<file path="src/rtl/control_pipe_pkg.sv">
// Shared constants and types for the decode-to-execute control pipe.
// Opcodes, ALU/writeback codes and the registered control bundle.
package control_pipe_pkg;

   localparam logic [6:0] OP_LUI    = 7'b0110111;
   localparam logic [6:0] OP_AUIPC  = 7'b0010111;
   localparam logic [6:0] OP_JAL    = 7'b1101111;
   localparam logic [6:0] OP_JALR   = 7'b1100111;
   localparam logic [6:0] OP_BRANCH = 7'b1100011;
   localparam logic [6:0] OP_LOAD   = 7'b0000011;
   localparam logic [6:0] OP_STORE  = 7'b0100011;
   localparam logic [6:0] OP_IMM    = 7'b0010011;
   localparam logic [6:0] OP_REG    = 7'b0110011;
   localparam logic [6:0] OP_FENCE  = 7'b0001111;
   localparam logic [6:0] OP_SYSTEM = 7'b1110011;

   localparam logic [6:0] F7_BASE = 7'b0000000;
   localparam logic [6:0] F7_ALT  = 7'b0100000;
   localparam logic [6:0] F7_MULD = 7'b0000001;

   typedef enum logic [4:0] {
      ALU_ADD    = 5'd0,
      ALU_SUB    = 5'd1,
      ALU_SLL    = 5'd2,
      ALU_SLT    = 5'd3,
      ALU_SLTU   = 5'd4,
      ALU_XOR    = 5'd5,
      ALU_SRL    = 5'd6,
      ALU_SRA    = 5'd7,
      ALU_OR     = 5'd8,
      ALU_AND    = 5'd9,
      ALU_PASS   = 5'd10,
      ALU_MUL    = 5'd11,
      ALU_MULH   = 5'd12,
      ALU_MULHSU = 5'd13,
      ALU_MULHU  = 5'd14,
      ALU_DIV    = 5'd15,
      ALU_DIVU   = 5'd16,
      ALU_REM    = 5'd17,
      ALU_REMU   = 5'd18
   } alu_e;

   typedef enum logic [1:0] {
      WB_ALU = 2'd0,
      WB_MEM = 2'd1,
      WB_PC  = 2'd2
   } wb_e;

   typedef struct packed {
      logic       pcsel;
      logic       immsel;
      logic       regwren;
      logic       rs1sel;
      logic       rs2sel;
      logic       memren;
      logic       memwren;
      wb_e        wbsel;
      alu_e       alusel;
      logic [2:0] brfunc;
      logic       is_branch;
      logic       is_system;
   } ctrl_t;

   // alt picks SUB on funct3=000 and SRA on funct3=101
   function automatic alu_e alu_base(input logic [2:0] f3,
                                     input logic       alt);
      alu_e r;
      r = ALU_ADD;
      case (f3)
         3'b000: r = alt ? ALU_SUB : ALU_ADD;
         3'b001: r = ALU_SLL;
         3'b010: r = ALU_SLT;
         3'b011: r = ALU_SLTU;
         3'b100: r = ALU_XOR;
         3'b101: r = alt ? ALU_SRA : ALU_SRL;
         3'b110: r = ALU_OR;
         default: r = ALU_AND;
      endcase
      return r;
   endfunction

endpackage

</file>
<file path="src/rtl/control_pipe_decode.sv">
// Combinational RV32I(+M) decoder: instruction word to control bundle,
// illegal flag, register indices and source-usage flags.
module ctrl_decode
   import control_pipe_pkg::*;
#(
   parameter bit SUPPORT_M = 1'b0
) (
   input  logic [31:0] insn_i,
   output ctrl_t       ctrl_o,
   output logic        illegal_o,
   output logic        uses_rs1_o,
   output logic        uses_rs2_o,
   output logic [4:0]  rd_o,
   output logic [4:0]  rs1_o,
   output logic [4:0]  rs2_o
);

   logic [6:0] op;
   logic [2:0] f3;
   logic [6:0] f7;
   ctrl_t      c;
   logic       ill;
   logic       u1;
   logic       u2;

   assign op = insn_i[6:0];
   assign f3 = insn_i[14:12];
   assign f7 = insn_i[31:25];

   always_comb begin
      c        = '0;
      c.alusel = ALU_ADD;
      c.wbsel  = WB_ALU;
      ill      = 1'b0;
      u1       = 1'b0;
      u2       = 1'b0;
      unique case (op)
         OP_REG: begin
            u1        = 1'b1;
            u2        = 1'b1;
            c.regwren = 1'b1;
            if (f7 == F7_BASE)
               c.alusel = alu_base(f3, 1'b0);
            else if (f7 == F7_ALT && (f3 == 3'b000 || f3 == 3'b101))
               c.alusel = alu_base(f3, 1'b1);
            else if (f7 == F7_MULD && SUPPORT_M)
               c.alusel = alu_e'(5'(ALU_MUL) + {2'b00, f3});
            else
               ill = 1'b1;
         end
         OP_IMM: begin
            u1        = 1'b1;
            c.regwren = 1'b1;
            c.immsel  = 1'b1;
            c.rs2sel  = 1'b1;
            if (f3 == 3'b001) begin
               if (f7 == F7_BASE) c.alusel = ALU_SLL;
               else               ill = 1'b1;
            end else if (f3 == 3'b101) begin
               if (f7 == F7_BASE)     c.alusel = ALU_SRL;
               else if (f7 == F7_ALT) c.alusel = ALU_SRA;
               else                   ill = 1'b1;
            end else begin
               c.alusel = alu_base(f3, 1'b0);
            end
         end
         OP_LOAD: begin
            u1        = 1'b1;
            c.regwren = 1'b1;
            c.immsel  = 1'b1;
            c.rs2sel  = 1'b1;
            c.memren  = 1'b1;
            c.wbsel   = WB_MEM;
            ill = (f3 == 3'b011) || (f3[2:1] == 2'b11);
         end
         OP_STORE: begin
            u1        = 1'b1;
            u2        = 1'b1;
            c.immsel  = 1'b1;
            c.rs2sel  = 1'b1;
            c.memwren = 1'b1;
            ill = f3[2] || (f3 == 3'b011);
         end
         OP_BRANCH: begin
            u1          = 1'b1;
            u2          = 1'b1;
            c.is_branch = 1'b1;
            c.brfunc    = f3;
            c.immsel    = 1'b1;
            c.rs1sel    = 1'b1;
            c.rs2sel    = 1'b1;
            ill = (f3[2:1] == 2'b01);
         end
         OP_JAL, OP_JALR: begin
            c.pcsel   = 1'b1;
            c.regwren = 1'b1;
            c.immsel  = 1'b1;
            c.rs1sel  = (op == OP_JAL);
            c.rs2sel  = 1'b1;
            c.wbsel   = WB_PC;
            u1  = (op == OP_JALR);
            ill = (op == OP_JALR) && (f3 != 3'b000);
         end
         OP_LUI: begin
            c.regwren = 1'b1;
            c.immsel  = 1'b1;
            c.rs2sel  = 1'b1;
            c.alusel  = ALU_PASS;
         end
         OP_AUIPC: begin
            c.regwren = 1'b1;
            c.immsel  = 1'b1;
            c.rs1sel  = 1'b1;
            c.rs2sel  = 1'b1;
         end
         OP_FENCE: begin
         end
         OP_SYSTEM: c.is_system = 1'b1;
         default:   ill = 1'b1;
      endcase
      // an illegal word must not touch architectural state
      if (ill) begin
         c.regwren = 1'b0;
         c.memren  = 1'b0;
         c.memwren = 1'b0;
         c.pcsel   = 1'b0;
         u1        = 1'b0;
         u2        = 1'b0;
      end
   end

   assign ctrl_o     = c;
   assign illegal_o  = ill;
   assign uses_rs1_o = u1;
   assign uses_rs2_o = u2;
   assign rd_o       = c.regwren ? insn_i[11:7] : 5'd0;
   assign rs1_o      = insn_i[19:15];
   assign rs2_o      = insn_i[24:20];

endmodule

</file>
<file path="src/rtl/control_pipe.sv">
// ID/EX control register with valid/ready handshake, load-use bubble,
// flush and a saturating bubble counter.
module control_pipe
   import control_pipe_pkg::*;
#(
   parameter int DWIDTH    = 32,
   parameter bit SUPPORT_M = 1'b0,
   parameter int CNTW      = 16
) (
   input  logic              clk,
   input  logic              reset,
   input  logic              in_valid_i,
   output logic              in_ready_o,
   input  logic [DWIDTH-1:0] insn_i,
   input  logic [DWIDTH-1:0] pc_i,
   input  logic              flush_i,
   output logic              out_valid_o,
   input  logic              out_ready_i,
   output logic [DWIDTH-1:0] pc_o,
   output logic [4:0]        rd_o,
   output logic [4:0]        rs1_o,
   output logic [4:0]        rs2_o,
   output ctrl_t             ctrl_o,
   output logic              illegal_o,
   output logic [CNTW-1:0]   stall_cnt_o
);

   ctrl_t       dec_ctrl;
   logic        dec_ill;
   logic        dec_u1;
   logic        dec_u2;
   logic [4:0]  dec_rd;
   logic [4:0]  dec_rs1;
   logic [4:0]  dec_rs2;

   logic              valid_q, valid_d;
   logic [DWIDTH-1:0] pc_q, pc_d;
   logic [4:0]        rd_q, rd_d;
   logic [4:0]        rs1_q, rs1_d;
   logic [4:0]        rs2_q, rs2_d;
   ctrl_t             ctrl_q, ctrl_d;
   logic              ill_q, ill_d;
   logic [CNTW-1:0]   cnt_q, cnt_d;

   logic stall;
   logic in_ready;

   ctrl_decode #(
      .SUPPORT_M(SUPPORT_M)
   ) u_dec (
      .insn_i    (insn_i[31:0]),
      .ctrl_o    (dec_ctrl),
      .illegal_o (dec_ill),
      .uses_rs1_o(dec_u1),
      .uses_rs2_o(dec_u2),
      .rd_o      (dec_rd),
      .rs1_o     (dec_rs1),
      .rs2_o     (dec_rs2)
   );

   // load in the register feeds a source of the incoming instruction
   assign stall = valid_q && ctrl_q.memren && (rd_q != 5'd0) &&
                  in_valid_i &&
                  ((dec_u1 && dec_rs1 == rd_q) ||
                   (dec_u2 && dec_rs2 == rd_q));

   assign in_ready = flush_i || ((!valid_q || out_ready_i) && !stall);

   always_comb begin
      valid_d = valid_q;
      pc_d    = pc_q;
      rd_d    = rd_q;
      rs1_d   = rs1_q;
      rs2_d   = rs2_q;
      ctrl_d  = ctrl_q;
      ill_d   = ill_q;
      cnt_d   = cnt_q;
      if (flush_i) begin
         valid_d = 1'b0;
      end else if (in_valid_i && in_ready) begin
         valid_d = 1'b1;
         pc_d    = pc_i;
         rd_d    = dec_rd;
         rs1_d   = dec_rs1;
         rs2_d   = dec_rs2;
         ctrl_d  = dec_ctrl;
         ill_d   = dec_ill;
      end else if (stall && out_ready_i) begin
         valid_d = 1'b0;
         if (!(&cnt_q)) cnt_d = cnt_q + 1'b1;
      end else if (out_ready_i) begin
         valid_d = 1'b0;
      end
   end

   always_ff @(posedge clk) begin
      if (reset) begin
         valid_q <= 1'b0;
         pc_q    <= '0;
         rd_q    <= '0;
         rs1_q   <= '0;
         rs2_q   <= '0;
         ctrl_q  <= '0;
         ill_q   <= 1'b0;
         cnt_q   <= '0;
      end else begin
         valid_q <= valid_d;
         pc_q    <= pc_d;
         rd_q    <= rd_d;
         rs1_q   <= rs1_d;
         rs2_q   <= rs2_d;
         ctrl_q  <= ctrl_d;
         ill_q   <= ill_d;
         cnt_q   <= cnt_d;
      end
   end

   assign in_ready_o  = in_ready;
   assign out_valid_o = valid_q;
   assign pc_o        = pc_q;
   assign rd_o        = rd_q;
   assign rs1_o       = rs1_q;
   assign rs2_o       = rs2_q;
   assign ctrl_o      = ctrl_q;
   assign illegal_o   = ill_q;
   assign stall_cnt_o = cnt_q;

endmodule

</file>
<file path="config.mk">
export PLATFORM = sky130hd
export DESIGN_NAME = control_pipe
export DESIGN_NICKNAME = d
export VERILOG_FILES = /design/src/rtl/control_pipe_pkg.sv /design/src/rtl/control_pipe_decode.sv /design/src/rtl/control_pipe.sv
export SDC_FILE = /design/constraint.sdc
export NUM_CORES = 1
export LEC_CHECK = 0
export CAP_MARGIN = 0
export CORE_MARGIN = 4
export CORE_UTILIZATION = 30
export CTS_BUF_LIST = sky130_fd_sc_hd__clkbuf_8
export DETAILED_ROUTE_END_ITERATION = 10
export GPL_TIMING_DRIVEN = 0
export SYNTH_ARGS = -nofsm -noshare
export SYNTH_HDL_FRONTEND = slang
export SYNTH_SLANG_ARGS = --single-unit
export TNS_END_PERCENT = 10
</file>
<file path="constraint.sdc">
create_clock -name clk -period 7.3 [get_ports clk]
set_clock_uncertainty 0.1 [all_clocks]
set_input_delay 1.825 -clock clk [delete_from_list [all_inputs] [get_ports clk]]
set_output_delay 1.825 -clock clk [all_outputs]
set_load 0.1 [all_outputs]
</file>
# == Word level (Yosys, flattened, before mapping) ==
# Cells that the tools add are included.
# totals
output_inout_bits,85
input_bits,69
ff_bits,83
# classes
n_reduce_logical,35
bitwise_logic,3
muxes,39
addsub,1
n_eq_ne,22
# op_table
cell,n
one-hot mux 4 bit (7 select lines),2
2-to-1 mux 5 bit,6
== test 7 x 6 -> 1 bit (second input constant),4
== test 7 bit (second input constant),4
2-to-1 mux 1 bit,21
one-hot mux 4 bit (5 select lines),1
adder 16 x 1 -> 16 bit (second input constant),1
AND reduction 16 bit,1
one-hot mux 5 bit (3 select lines),1
== test 7 x 5 -> 1 bit (second input constant),2
logical AND 1 bit,11
== test 5 bit,2
== test 3 bit (second input constant),3
OR reduction 8 bit,1
== test 7 x 2 -> 1 bit (second input constant),1
== test 7 x 4 -> 1 bit (second input constant),1
zero test 7 bit,1
one-hot mux 1 bit (7 select lines),1
OR reduction 7 bit,1
== test 3 x 2 -> 1 bit (second input constant),2
logical OR 1 bit,6
nonzero test 3 bit,2
OR reduction 2 bit,3
nonzero test 5 bit,1
16 further kinds,21

# == Depth between registers and ports, before layout ==
# Gate-level depths: netlist of the first run.
# depth
word_depth,16
ltp_mapped,10
depth_no_buf,7

# == Modules after synthesis ==
# Synthesis of the first run repeated with hierarchy kept, for this count alone.
# unflattened
hier_cells,473
area_unflattened_um2,4135.2
# by_module_without_submodules
mod,cells_each,area_per_inst_um2,n_inst
control_pipe,345,3380.7,1
ctrl_decode,128,754.5,1

# == Worst setup path after synthesis of the first run ==
# OpenSTA, ideal clock, no wires.
# synth_path
kind,input to output
start,input insn_i[2]
end,output in_ready_o
stages,6
t_arrival_ns,4.365
path_slack_ns,1.010
cell_sequence,buf_2 -> nor4_2 -> a21bo_2 -> o2bb2ai_2 -> nor2_1 -> o21bai_1
# synth_between
elab_chain_cells,10
elab_cells_between_ends,28
classes_between,eq/ne (11); mux (5); reduce/logical (12)
# synth_lines
item,line,rtl
start: declaration,control_pipe.sv:14,"input logic [DWIDTH-1:0] insn_i,"
== test 7 x 4 -> 1 bit (tied with other cells),control_pipe_decode.sv:37,unique case (op)
OR reduction 4 bit (no line) (tied with other cells),--,
one-hot mux 1 bit (7 select lines) (tied with other cells),control_pipe_decode.sv:37,
2-to-1 mux 1 bit,control_pipe_decode.sv:122,if (ill) begin
logical AND 1 bit (on tied branches),"control_pipe.sv:64, control_pipe.sv:65",
logical OR 1 bit *,control_pipe.sv:64,((dec_u1 && dec_rs1 == rd_q) ||
logical AND 1 bit *,control_pipe.sv:63,in_valid_i &&
zero test 1 bit *,control_pipe.sv:67,assign in_ready = flush_i || ((!valid_q || out_ready_i) && !stall);
logical AND 1 bit *,control_pipe.sv:67,
logical OR 1 bit *,control_pipe.sv:67,
end: declaration,control_pipe.sv:13,"output logic in_ready_o,"
# Mark *: on every way between the ends. The rest lies on a longest branch, timed or not.

# == Worst setup path after layout of the first run ==
# layout_path
start,input insn_i[3]
end,output in_ready_o
# Same word-level chain as after synthesis.

==> impl_metrics.py, run 1 <==
metrics = {
    "critical_path": {
        "crit_path_end_kind": "output port",
        "worstPathRequired_ns": 5.38,
        "critical_path.endpoint": "in_ready_o",
        "cp_max_fo": 5,
        "r2r-end": "rs2_o[2]$_SDFFE_PP0P_",
        "cp-start-kind": "input pin",
        "rrSetupSlack_ns": 4.64,
        "rr_startpoint": "rd_o[1]$_SDFFE_PP0P_",
        "crit_arrival_ns": 5.04,
        "r2r_cells": 9,
        "crit_start": "insn_i[3]",
        "crit_type": "input pin to output port",
    },
    "clocking": {
        "cts_setup_buffers": 0,
        "clkLatencyLatePin_ns": 0.36,
        "clockBufferDepth": 2,
        "hold_buffers": 0,
        "htreeDepth": 3,
        "cts.sinks": 82,
        "cts_tree": "yes",
        "cts_made_buffers": 9,
        "cts_root_buffer": "clkbuf_8",
        "postCtsResizedCells": 0,
        "clkSlewWorstSetupHoldPaths_ns": 0.09,
    },
    "floorplan": {
        "fp-row-count": 41,
        "pin_count": 154,
        "die_w_um": 122,
        "die_area_mm2": 0.0148,
        "start_util_pct": 30.8,
        "fp.dieH_um": 122,
        "coreArea_mm2": 0.0126,
    },
    "cells_and_area": {
        "layout-drive-gt1-share_pct": 6.95,
        "final_area_mm2": 0.00581,
        "nets": 727,
        "final_util_pct": 46.0,
        "seq_area_mm2": 0.00164,
        "diodes": 0,
        "area_growth_pct": 49.6,
        "fin_cells": 834,
        "nFillCells": 1320,
        "multi_input_area_mm2": 0.00206,
    },
    "yosys": {
        "async_flop_share_pct": 0,
        "synthCells": 494,
        "synth_ff_type": "dfxtp_1",
        "synth_enable_flop_cells": 0,
        "yosysTopAreaCellShare_pct": 42.3,
        "synth_common_cells": "nand2_1 (109), dfxtp_1 (82), a21oi_1 (69)",
        "syn_nets": 564,
        "yosys.area.top_type": "dfxtp_1",
        "ys_seq_area_share_pct": 42.3,
        "yosysMostFrequentCell": "nand2_1",
        "synth_area_leaders": "dfxtp_1 (42%), nand2_1 (11%), a21oi_1 (8.9%)",
        "synth_seq_cells": 82,
        "synth_cell_type_count": 60,
        "syn_area_mm2": 0.00388,
        "syn_area_per_cell_um2": 7.86,
        "synth.yosys.warnings": 0,
    },
    "power_and_ir_drop": {
        "p_per_area_mw_per_mm2": 174,
        "p_leak_nw": 2.05,
        "ir_drop_mv": 0.111,
        "total_power_mw": 1.01,
    },
    "placement": {
        "port-buffer-count": 152,
        "dp_slack_ns": 0.343,
        "placed_cells": 818,
        "dp_hpwl_mm": 9.89,
        "gp_congestion": 0.885,
        "dpl_cell_area_mm2": 0.00562,
    },
    "sta": {
        "post-route-min-period_ns": 6.96,
        "timing.setup.tns_ns": 0,
        "setup_viol": 0,
        "final_max_slew_viol_count": 0,
        "hold_viol": 0,
        "slew-limit-headroom_pct": 31.8,
        "worst_slew_pin_slew_ns": 1.02,
        "fin_crit_sh_pct": 95.4,
        "whs_ns": 0.356,
        "rsz0062_at_grt": "false",
        "finalWorstSetupSlack_ns": 0.335,
        "fmax_mhz": 144,
    },
    "detailed_routing": {
        "vias": 4127,
        "wire_per_inst_um": 15.3,
        "drt-initial-drc-count": 231,
        "antenna_left": 0,
        "first_pass_iters": 5,
        "viasPerCell": 4.95,
        "routed_wl_mm": 12.7,
        "drc": 0,
    },
    "job": {
        "cap_violations": 0,
    },
    "status": {
        "outcome": "completed",
    },
    "grt": {
        "grt_pass1_vias": 3961,
        "gr-total-overflow": 0,
        "grt_max_degree": 15,
        "track_usage_pct": 16.8,
        "antenna_found_initial": 0,
        "grt_pass1_wl_mm": 19.8,
    },
    "hold_path": {
        "hold_path.class": "register to register",
        "min_from": "ctrl_o[7]$_SDFFE_PP0P_",
    },
}
how the worst min path moves through the flow:
stage	endpoint	slack, ns	cells past startpoint
5_1_grt	pc_o[1]$_SDFFE_PP0P_	0.38	2
3_3_place_gp	ctrl_o[16]$_SDFFE_PP0P_	0.34	1
2_1_floorplan	ctrl_o[0]$_SDFFE_PP0P_	0.78	2
6_report	ctrl_o[7]$_SDFFE_PP0P_	0.36	2
4_1_cts	ctrl_o[7]$_SDFFE_PP0P_	0.36	2
3_5_place_dp	rs2_o[1]$_SDFFE_PP0P_	0.35	2
final cells by class:
cell class	count	area share [%]
plain buffers	32	2.69
clock buffers	11	2.61
clock inverters	5	0.646
inverters	6	0.388
multi-input cells	374	35.5
flip-flops and latches	82	28.3
well taps	172	3.71
repair buffers	152	26.2
cell families after synthesis:
family / synth area share (%)
buf+inv: 4.61
compound gates: 18.9
mux: 1.13
fa+ha+maj: 0.322
simple gates: 29.5
flops: 42.3
other cells: 0.0966
xor+xnor: 3.16
layer usage:
metal / routed length (µm) / track usage (%) / part of all wire, %
met1: 5370 / 20.1 / 42
met2: 6000 / 27.3 / 47
met3: 1150 / 7.20 / 9.1
met4: 200 / 5.39 / 1.6
met5: 0 / 0 / 0
flip-flops by register name, indices dropped and copies added (netlist names):
name and flops:
pc_o 32, stall_cnt_o 16, rd_o 5, rs2_o 5, ctrl_o 17, illegal_o 1, rs1_o 5, out_valid_o 1
placed cells by master, fill, tap and decap left out, types with 3 or more instances in the layout:
cell type and n:
nand3b_1 11, and2_1 6, nand2_1 109, nand4_1 13, a21oi_1 69, nand2b_1 7
xnor2_1 4, and3_1 9, buf_4 4, buf_2 11, nor4_1 3, buf_1 4
mux2_1 3, o21ai_0 9, inv_1 5, or2_2 3, clkbuf_1 12, nor2_1 29
nand3_1 10, o21ai_1 6, a31o_2 4, a22o_1 5, or3_1 6, xor2_1 10
dfxtp_1 82, o32ai_1 3, clkbuf_8 11, nor2b_1 9, nor3_1 10, clkdlybuf4s50_1 152
power breakdown:
part / total (mW) / internal (mW) / leakage [nW] / switching (mW)
clock: 0.316 / 0.143 / 0.0919 / 0.172
combinational: 0.230 / 0.0760 / 1.29 / 0.154
sequential: 0.465 / 0.459 / 0.666 / 0.00632
total: 1.01 / 0.679 / 2.05 / 0.332
critical path: stages:
cell	delay, ns
clkdlybuf4s50_1	0.52
nand4bb_1	0.34
or3_1	0.46
a211o_1	0.30
nand4b_1	0.21
nor2_1	0.06
o21bai_1	0.14
clkdlybuf4s50_1	1.17
(Power assumes the default switching activity.)
==> run 2, diff against run 1 <==
HOLD_SLACK_MARGIN = 0.06   (was default)
PLACE_DENSITY = 0.62   (was default)
==> run 2 against run 1 <==
Compared with the run above: sequential power about the same; final cell count stayed put; worst hold slack about the same; wire length rose by 1.9%; critical path type unchanged; largest power group unchanged.
==> impl_metrics.py, run 2 (synthesis gave the netlist of run 1 again) <==
metrics = {
    "status": {
        "outcome": "completed",
    },
    "clocking": {
        "postCtsResizedCells": 0,
        "cts_tree": "yes",
        "clkSlewWorstSetupHoldPaths_ns": 0.08,
        "hold_buffers": 0,
        "cts_made_buffers": 9,
        "cts_root_buffer": "clkbuf_8",
        "cts_setup_buffers": 0,
        "htreeDepth": 3,
        "clkLatencyLatePin_ns": 0.37,
        "cts.sinks": 82,
        "clockBufferDepth": 2,
    },
    "grt": {
        "grt_pass1_wl_mm": 20.3,
        "track_usage_pct": 17.3,
        "antenna_found_initial": 0,
        "gr-total-overflow": 0,
        "grt_pass1_vias": 3984,
        "grt_max_degree": 14,
    },
    "placement": {
        "gp_congestion": 0.873,
        "placed_cells": 818,
        "port-buffer-count": 152,
        "dp_hpwl_mm": 10.2,
    },
    "critical_path": {
        "r2r_cells": 9,
        "crit_type": "input pin to output port",
        "crit_start": "insn_i[3]",
        "rr_startpoint": "rd_o[1]$_SDFFE_PP0P_",
        "critical_path.endpoint": "in_ready_o",
        "r2r-end": "rs2_o[0]$_SDFFE_PP0P_",
        "rrSetupSlack_ns": 4.57,
        "cp_max_fo": 5,
        "crit_path_end_kind": "output port",
        "crit_arrival_ns": 5.04,
        "worstPathRequired_ns": 5.38,
        "cp-start-kind": "input pin",
    },
    "sta": {
        "rsz0062_at_grt": "false",
        "worst_slew_pin_slew_ns": 1.01,
        "fin_crit_sh_pct": 95.4,
        "setup_viol": 0,
        "post-route-min-period_ns": 6.96,
        "timing.setup.tns_ns": 0,
        "hold_viol": 0,
        "slew-limit-headroom_pct": 32.6,
        "final_max_slew_viol_count": 0,
        "fmax_mhz": 144,
    },
    "cells_and_area": {
        "final_util_pct": 45.8,
        "largest_register_ff_count": 32,
        "area_growth_pct": 49.0,
        "fin_cells": 834,
        "layout_common_cells": "clkdlybuf4s50_1 (152), nand2_1 (109), dfxtp_1 (82), a21oi_1 (69), nor2_1 (29)",
        "layout-drive-gt1-share_pct": 6.50,
        "final_common_cell": "clkdlybuf4s50_1",
        "nets": 727,
        "diodes": 0,
    },
    "hold_path": {
        "hold_path.class": "register to register",
    },
    "power_and_ir_drop": {
        "p_per_area_mw_per_mm2": 170,
        "p_leak_nw": 2.05,
        "ir_drop_mv": 0.127,
        "total_power_mw": 0.982,
    },
    "detailed_routing": {
        "antenna_left": 0,
        "drt-initial-drc-count": 161,
        "vias": 4108,
        "first_pass_iters": 4,
        "viasPerCell": 4.93,
        "routed_wl_mm": 13.0,
        "drc": 0,
        "wire_per_inst_um": 15.6,
    },
    "floorplan": {
        "fp-row-count": 41,
        "fp.dieH_um": 122,
        "die_w_um": 122,
        "die_area_mm2": 0.0148,
        "pin_count": 154,
        "coreArea_mm2": 0.0126,
        "start_util_pct": 30.8,
    },
    "job": {
        "cap_violations": 0,
    },
}
[run 2: layout make-up]
cell class | count | area (µm²)
Multi-Input combinational cell | 374 | 2060
Buffer | 32 | 156
Sequential cell | 82 | 1640
Tap cell | 172 | 215
Clock buffer | 9 | 124
Clock inverter | 7 | 40.0
Inverter | 6 | 22.5
Timing Repair Buffer | 152 | 1520
Fill cell | 1344 | 6840
[run 2: routing by layer]
metal  share of wire [%]  GRT usage [%]  routed length (µm)
met4                0.77           3.99                 100
met5                   0              0                   0
met3                 9.9           8.36                1290
met1                  42           20.2                5430
met2                  47           28.6                6160
[run 2: worst min path at each step]
stage                                          to  cells after the start               startpoint
after floorplan            ctrl_o[0]$_SDFFE_PP0P_                      2   ctrl_o[0]$_SDFFE_PP0P_
after global placement    ctrl_o[16]$_SDFFE_PP0P_                      1  ctrl_o[16]$_SDFFE_PP0P_
after detailed placement  ctrl_o[16]$_SDFFE_PP0P_                      1  ctrl_o[16]$_SDFFE_PP0P_
after CTS                   pc_o[13]$_SDFFE_PP0P_                      2    pc_o[13]$_SDFFE_PP0P_
after global routing        pc_o[13]$_SDFFE_PP0P_                      2    pc_o[13]$_SDFFE_PP0P_
final                        pc_o[4]$_SDFFE_PP0P_                      2     pc_o[4]$_SDFFE_PP0P_
[run 2: critical path, stage by stage]
cell	delay [ns]
clkdlybuf4s50_1	0.52
nand4bb_1	0.33
or3_1	0.46
a211o_1	0.30
nand4b_1	0.19
nor2_1	0.06
o21bai_1	0.15
clkdlybuf4s50_1	1.18
[run 2: per-stage QoR]
stage / hold WS, ns / cell area (µm²) / worst slack (ns)
after floorplan: 0.779 / 3880 / 1.01
after global placement: 0.338 / 5620 / 0.375
after detailed placement: 0.345 / 5620 / 0.359
after CTS: 0.357 / 5780 / 0.340
after global routing: 0.373 / 5780 / 0.159
final: 0.356 / 5780 / 0.336
[run 2: power by group]
group / leakage, nW / internal, mW / switching [mW]
clock network: 0.0890 / 0.120 / 0.166
logic: 1.29 / 0.0760 / 0.155
registers: 0.666 / 0.459 / 0.00615
total: 2.05 / 0.655 / 0.327
==> run 3, diff against run 2 <==
SLEW_MARGIN = 20   (was default)
==> results of run 3 <==
No change in the layout: final DEF, timing and power equal those of run 2.
